File: config.mk
export PLATFORM = sky130hd
export DESIGN_NAME = line_divider
export DESIGN_NICKNAME = d
export VERILOG_FILES = /design/src/rtl/line_divider.sv
export SDC_FILE = /design/constraint.sdc
export NUM_CORES = 1
export LEC_CHECK = 0
export BUFFER_PORTS_ARGS = -buffer_cell sky130_fd_sc_hd__buf_2
export CAP_MARGIN = 15
export CELL_PAD_IN_SITES_DETAIL_PLACEMENT = 0
export CELL_PAD_IN_SITES_GLOBAL_PLACEMENT = 1
export CORE_MARGIN = 2
export CORE_UTILIZATION = 46
export CTS_CLUSTER_SIZE = 25
export DETAILED_ROUTE_END_ITERATION = 6
export PLACE_DENSITY = 0.83
export SLEW_MARGIN = 30
export SYNTH_ARGS = -nofsm -noshare
export SYNTH_HDL_FRONTEND = slang
export SYNTH_SLANG_ARGS = --single-unit
File: constraint.sdc
create_clock -name clk48 -period 3.7 [get_ports clk48]
set_input_delay 0.555 -clock clk48 [delete_from_list [all_inputs] [get_ports clk48]]
set_output_delay 0.555 -clock clk48 [all_outputs]
set_load 0.02 [all_outputs]
File: src/rtl/line_divider.sv
// Iterative unsigned restoring divider producing floor((numer << FRAC_BITS) / denom),
// one quotient bit per clock, for per-line projection in the donut renderer.
module line_divider #(
   parameter int N_WIDTH   = 12,
   parameter int D_WIDTH   = 12,
   parameter int FRAC_BITS = 4,
   localparam int Q_WIDTH  = N_WIDTH + FRAC_BITS
) (
   input  logic               clk48,
   input  logic               rst_n,
   input  logic               start,
   input  logic [N_WIDTH-1:0] numer,
   input  logic [D_WIDTH-1:0] denom,
   output logic               busy,
   output logic               done,
   output logic [Q_WIDTH-1:0] quotient,
   output logic [D_WIDTH-1:0] remainder,
   output logic               div_by_zero
);

   localparam int CNT_W = $clog2(Q_WIDTH + 1);

   typedef enum logic {S_IDLE, S_RUN} state_t;

   state_t             r_state;
   logic [CNT_W-1:0]   r_cnt;
   logic [Q_WIDTH-1:0] r_dq;
   logic [D_WIDTH-1:0] r_den;
   logic [D_WIDTH-1:0] r_rem;
   logic               r_busy;
   logic               r_done;
   logic               r_dbz;
   logic [Q_WIDTH-1:0] r_quo;
   logic [D_WIDTH-1:0] r_rem_out;

   logic [D_WIDTH:0]   w_trial;
   logic               w_ge;
   logic [D_WIDTH-1:0] w_diff;
   logic [D_WIDTH-1:0] w_rem_next;
   logic [Q_WIDTH-1:0] w_dq_next;
   logic               w_accept;
   logic               w_last;

   // r_dq holds the dividend: its MSB feeds each trial while quotient bits enter at the LSB.
   // The stored remainder is always below the divisor, so D_WIDTH bits suffice between steps;
   // the trial value itself keeps the extra bit so the compare never truncates.
   assign w_trial    = {r_rem, r_dq[Q_WIDTH-1]};
   assign w_ge       = (w_trial >= {1'b0, r_den});
   assign w_diff     = w_trial[D_WIDTH-1:0] - r_den;
   assign w_rem_next = w_ge ? w_diff : w_trial[D_WIDTH-1:0];
   assign w_dq_next  = {r_dq[Q_WIDTH-2:0], w_ge};
   assign w_accept   = (r_state == S_IDLE) && start;
   assign w_last     = (r_cnt == CNT_W'(1));

   always_ff @(posedge clk48) begin
      if (!rst_n) begin
         r_state   <= S_IDLE;
         r_cnt     <= '0;
         r_rem     <= '0;
         r_busy    <= 1'b0;
         r_done    <= 1'b0;
         r_dbz     <= 1'b0;
         r_quo     <= '0;
         r_rem_out <= '0;
      end else begin
         r_done <= 1'b0;
         case (r_state)
            S_IDLE: begin
               if (start) begin
                  r_state <= S_RUN;
                  r_cnt   <= CNT_W'(Q_WIDTH);
                  r_rem   <= '0;
                  r_busy  <= 1'b1;
                  r_dbz   <= (denom == '0);
               end
            end
            S_RUN: begin
               r_rem <= w_rem_next;
               r_cnt <= r_cnt - CNT_W'(1);
               if (w_last) begin
                  r_state   <= S_IDLE;
                  r_busy    <= 1'b0;
                  r_done    <= 1'b1;
                  r_quo     <= r_dbz ? '1 : w_dq_next;
                  r_rem_out <= r_dbz ? '0 : w_rem_next;
               end
            end
            default: r_state <= S_IDLE;
         endcase
      end
   end

   // Operand registers carry no reset; they are always reloaded before use.
   always_ff @(posedge clk48) begin
      if (w_accept) begin
         r_dq  <= {numer, {FRAC_BITS{1'b0}}};
         r_den <= denom;
      end else if (r_state == S_RUN) begin
         r_dq  <= w_dq_next;
      end
   end

   assign busy        = r_busy;
   assign done        = r_done;
   assign quotient    = r_quo;
   assign remainder   = r_rem_out;
   assign div_by_zero = r_dbz;

endmodule

Yosys cells after proc, flatten, opt, wreduce, memory -nomap -nowiden --
Cells that the tools add are included.
Word-level totals: logic and storage cells 41, output and inout port bits 31, bits in registers 77, input bits 27
Operators by class: bitwise logic cells 1, mux-type cells 16, reduce and logical (&&, ||, !) cells 7, equality and inequality tests 3, order comparisons 1, add/sub/neg operators 2
Operators with widths (count):
- $mux W16 | 3
- $mux W12 | 3
- $pmux W12 S2 | 1
- $ge A13 B12 Y1 | 1
- $logic_not A12 Y1 | 1
- $sub A12 B12 Y12 | 1
- $pmux W5 S2 | 1
- $reduce_and A2 Y1 | 4
- $eq A5 B1 Y1 const B | 1
- $mux W1 | 5
- $mux W5 | 1
- $sub A5 B1 Y5 const B | 1
- $pmux W1 S2 | 2
- $ne A2 B1 Y1 const B | 1
- $ne A2 B2 Y1 const B | 1
- $reduce_bool A2 Y1 | 1
- $logic_and A1 B1 Y1 | 1
- $not A1 Y1 | 1

Depth between registers and ports, before layout --
depth after elaboration 3, mapped depth 10, depth with buffers taken out 10

Worst setup path before layout --
Ideal clock, no wire load.
kind reg2reg, start register r_dq[15], end register r_rem_out[8], in the netlist remainder[8], arrival 2099 ps, setup time 127 ps, period minus slack after synthesis 2226 ps, buffers on the path 0, stages on the path, launching flop included 11, path slack 1474 ps, required time 3573 ps, path through edfxtp_1 inv_1 ha_1 inv_1 fa_1 a21o_1 a311oi_1 o21bai_1 a21oi_1 xor2_1 o211ai_1
On the way: cells in the longest elaborated chain, start to end 3, elaborated cells between the ends (all ways) 4, those cells by class add/sub (1); order compare (1); mux (2)
Ends and longest elaborated chain:
- start: declaration | RTL line 27 | logic [Q_WIDTH-1:0] r_dq;
- start signal: assignment | RTL line 96 | r_dq <= {numer, {FRAC_BITS{1'b0}}};
- start signal: assignment | RTL line 99 | r_dq <= w_dq_next;
- $sub A12 B12 Y12 or $ge A13 B12 Y1 (tied branches) | RTL line 49, 48
- $mux W12 (*) | RTL line 50 | assign w_rem_next = w_ge ? w_diff : w_trial[D_WIDTH-1:0];
- $mux W12 (*) | RTL line 85 | r_rem_out <= r_dbz ? '0 : w_rem_next;
- end signal: assignment | RTL line 85
- end: declaration | RTL line 34 | logic [D_WIDTH-1:0] r_rem_out;
Every way passes the cells marked *; elsewhere a longest branch is shown, timed or not. A chain may end at the register's enable or synchronous reset.

Final worst setup path --
start register r_dq[15], end register r_rem[1]
On the way: cells in the longest elaborated chain, start to end 3, elaborated cells between the ends (all ways) 4, those cells by class add/sub (1); order compare (1); mux (2)
Ends and longest elaborated chain:
- $sub A12 B12 Y12 or $ge A13 B12 Y1 (tied branches) | RTL line 49, 48
- $mux W12 (*) | RTL line 50
- $pmux W12 S2 (*) | RTL line 67 | case (r_state)
- end signal: assignment | RTL line 78 | r_rem <= w_rem_next;
- end: declaration | RTL line 29 | logic [D_WIDTH-1:0] r_rem;
Marked as above.

==> metrics.txt <==
run status=completed; Initial Util=47.5%; top cell type's share of synthesized area=28.7%; Worst Path Arrival=~3 ns; first-pass GRT wire length=approximately 14000 µm; num ports=58; Mapped Nets=between 400 and 500; startpoint type of the worst setup path=register; Fin Hold WS=0.399 ns; Pre-Repair DR Iteration Count=4; slowest cell on the critical path=nand3b_1; clock latency on the worst-skew pair=0.35 ns; clk_skew=0.0124 ns; area delta synth->final=15.2%; hold_sp=denom[3]; Die H=93.6 µm; vias per cell=~5.6; vias in the first global route=2934; Total GRT Usage=between 20% and 30%; Cell Pwr Density=about 420 mW/mm²; Buffers & Inverters on Critical Path=1; DIE AREA=0.00876 mm²; cts bufs inserted=9; # setup viols final=0; CP endpoint kind=register; Total Negative Setup Slacks=0 ns; final layout net count=493; final hold viol count=0; WHS Path Cells=1; # Max-Cap Violations=0; Crit. Startpoint=r_dq[15]$_DFFE_PP_; cell area after synthesis=0.00369 mm²; Worst-Margin Slew=roughly 0.92 ns; Worst VDD drop=0.225 mV; H-tree levels=3; post-cts sizing count=0; Async S/R FF share, synth=0%; Synth warnings=0; largest area contributor in the netlist=dfxtp_1; post-CTS setup buffers=0; initial DRC count=~160; Main synth FF type=dfxtp_1; Max stage delay on crit path=0.52 ns; Post-Synthesis Cells=around 400; Yosys reg bits=77; Final ANT Viol Nets=0; initial antenna violation count=0; Final Worst Setup Slack=0.939 ns; crit-path cells=inv_1 -> ha_1 -> nand2b_1 -> a21o_1 -> a211o_1 -> nand3b_1 -> nand2_1 -> a311o_1; share of layout cells above drive strength 1=18.0%; mean routed wirelength per cell=15.3 µm; port buffer count=57; post-layout minimum cycle time=2.76 ns; static leakage=0.00186 µW; synthesized area per cell=9.16 µm²; WP data required=3.93 ns; clk buf depth=2; core region area=0.00777 mm²; detailed-route via count=3120; reg2reg start=r_dq[15]$_DFFE_PP_; Setup Crit Path Kind=register to register; reg2reg setup slack=approximately 0.94 ns; worst reg2reg path depth=8; Netlist cell types=50; Max Freq=0.362 GHz; crit-path leading delay family=simple AND/OR/NAND/NOR gates; Rows=32; RSZ-0062 raised after global routing=false; root buf cell=clkbuf_8; die width=93.6 µm; part of the cycle the worst path needs=74.6%; most common cell in the netlist=nor2_1; CP max FO=16; Clock transition at path regs=0.08 ns; Routed WL=roughly 8500 µm; Post-synth top cells=nor2_1, dfxtp_1, a21oi_1, nand2_1, edfxtp_1; number of diodes=0; largest net degree at the start of global routing=40; global route total overflow=0; EDFF count, synth=24; Slew headroom=38.4%; WHS Endpoint=r_den[3]$_DFFE_PP_; register area share after synthesis=between 40% and 50%; Max Slew Vio Count=0; GPL Wtd Cong=0.870; fill count=749; largest cells by area after synthesis=dfxtp_1, edfxtp_1, nor2_1; worst min path class=input pin to register; R2R Path End=r_rem[1]$_SDFFE_PN0P_; CTS tree=built; hpwl dp=5940 µm; CTS sink cnt=77; CTS Hold Bufs=0; pre-CTS setup slack=about 0.96 ns; drc violations=0
==> worst register-to-register path: cells and delay by family, from the launching register on <==
family | cells | cell delay (ns)
AOI/OAI and AO/OA | 3 | 0.90
buffers and inverters | 1 | 0.12
and+or+nand+nor | 3 | 0.98
adders and majority gates | 1 | 0.24
DFF | 1 | 0.41
==> cells by family after synthesis <==
kind of cell | synth area share, %
mux | 0.271
buf+inv | 4.61
simple gates | 19.7
xor+xnor | 2.61
compound gates | 19.2
flops | 48.3
fa+ha+maj | 5.29
==> cell usage in the layout, fill, tap and decap left out, types with 9 or more instances in the layout <==
| cell | instances |
|---|---|
| o21ai_0 | 13 |
| nand2_1 | 32 |
| clkbuf_8 | 9 |
| ha_1 | 14 |
| nand3_1 | 9 |
| a21oi_1 | 35 |
| inv_1 | 16 |
| dfxtp_1 | 53 |
| nor2_1 | 54 |
| buf_2 | 57 |
| nand4_1 | 12 |
| o211ai_1 | 10 |
| a22o_1 | 12 |
| edfxtp_1 | 24 |
==> metrics by stage <==
stage                     total power, µW  util, %  instance area, µm²  std cells
after floorplan                      1060        -                3690        403
after global placement               1110     51.9                4040        542
after detailed placement             1120     52.0                4040        542
after CTS                            1810     54.8                4260        558
after global routing                 1870     54.8                4260        558
final                                1790     54.8                4260        558
==> registers in the layout (all words and copies together) (netlist names) <==
| name | cells |
|---|---|
| quotient | 16 |
| r_rem | 12 |
| busy | 1 |
| r_state | 1 |
| done | 1 |
| div_by_zero | 1 |
| r_cnt | 5 |
| r_dq | 16 |
| remainder | 12 |
| r_den | 12 |
==> layout make-up <==
cell class / count / area, µm² / area share, %
tap: 102 / 128 / 3.00
inverter: 16 / 60.1 / 1.41
sequential: 77 / 1780 / 41.9
clock inverter: 6 / 88.8 / 2.09
timing repair buffer: 62 / 323 / 7.59
multi-input combinational: 285 / 1750 / 41.0
clock buffer: 10 / 128 / 3.00
==> report_power, final <==
group	internal, µW	switching (µW)
Clock	380	315
Combinational	69.7	97.9
Sequential	908	22.5
Total	1360	436
==> per-layer routing <==
metal	vias up	share of wire (%)	GRT usage, %
li1	1542	-	-
met1	1462	47	29.3
met2	90	45	32.3
met3	26	5.1	3.87
met4	0	2.7	8.33
met5	-	0	0
==> worst max-delay path by stage <==
stage	end	slack, ns	cells after the start
final	r_rem[1]$_SDFFE_PN0P_	0.94	8
after global routing	r_rem[1]$_SDFFE_PN0P_	0.76	8
after global placement	r_rem[1]$_SDFFE_PN0P_	0.99	8
after detailed placement	r_rem[1]$_SDFFE_PN0P_	0.96	8
after floorplan	remainder[8]$_SDFFE_PN0P_	1.47	10
after CTS	r_rem[1]$_SDFFE_PN0P_	0.95	8
No activity file was read; power rests on OpenSTA's default activity.
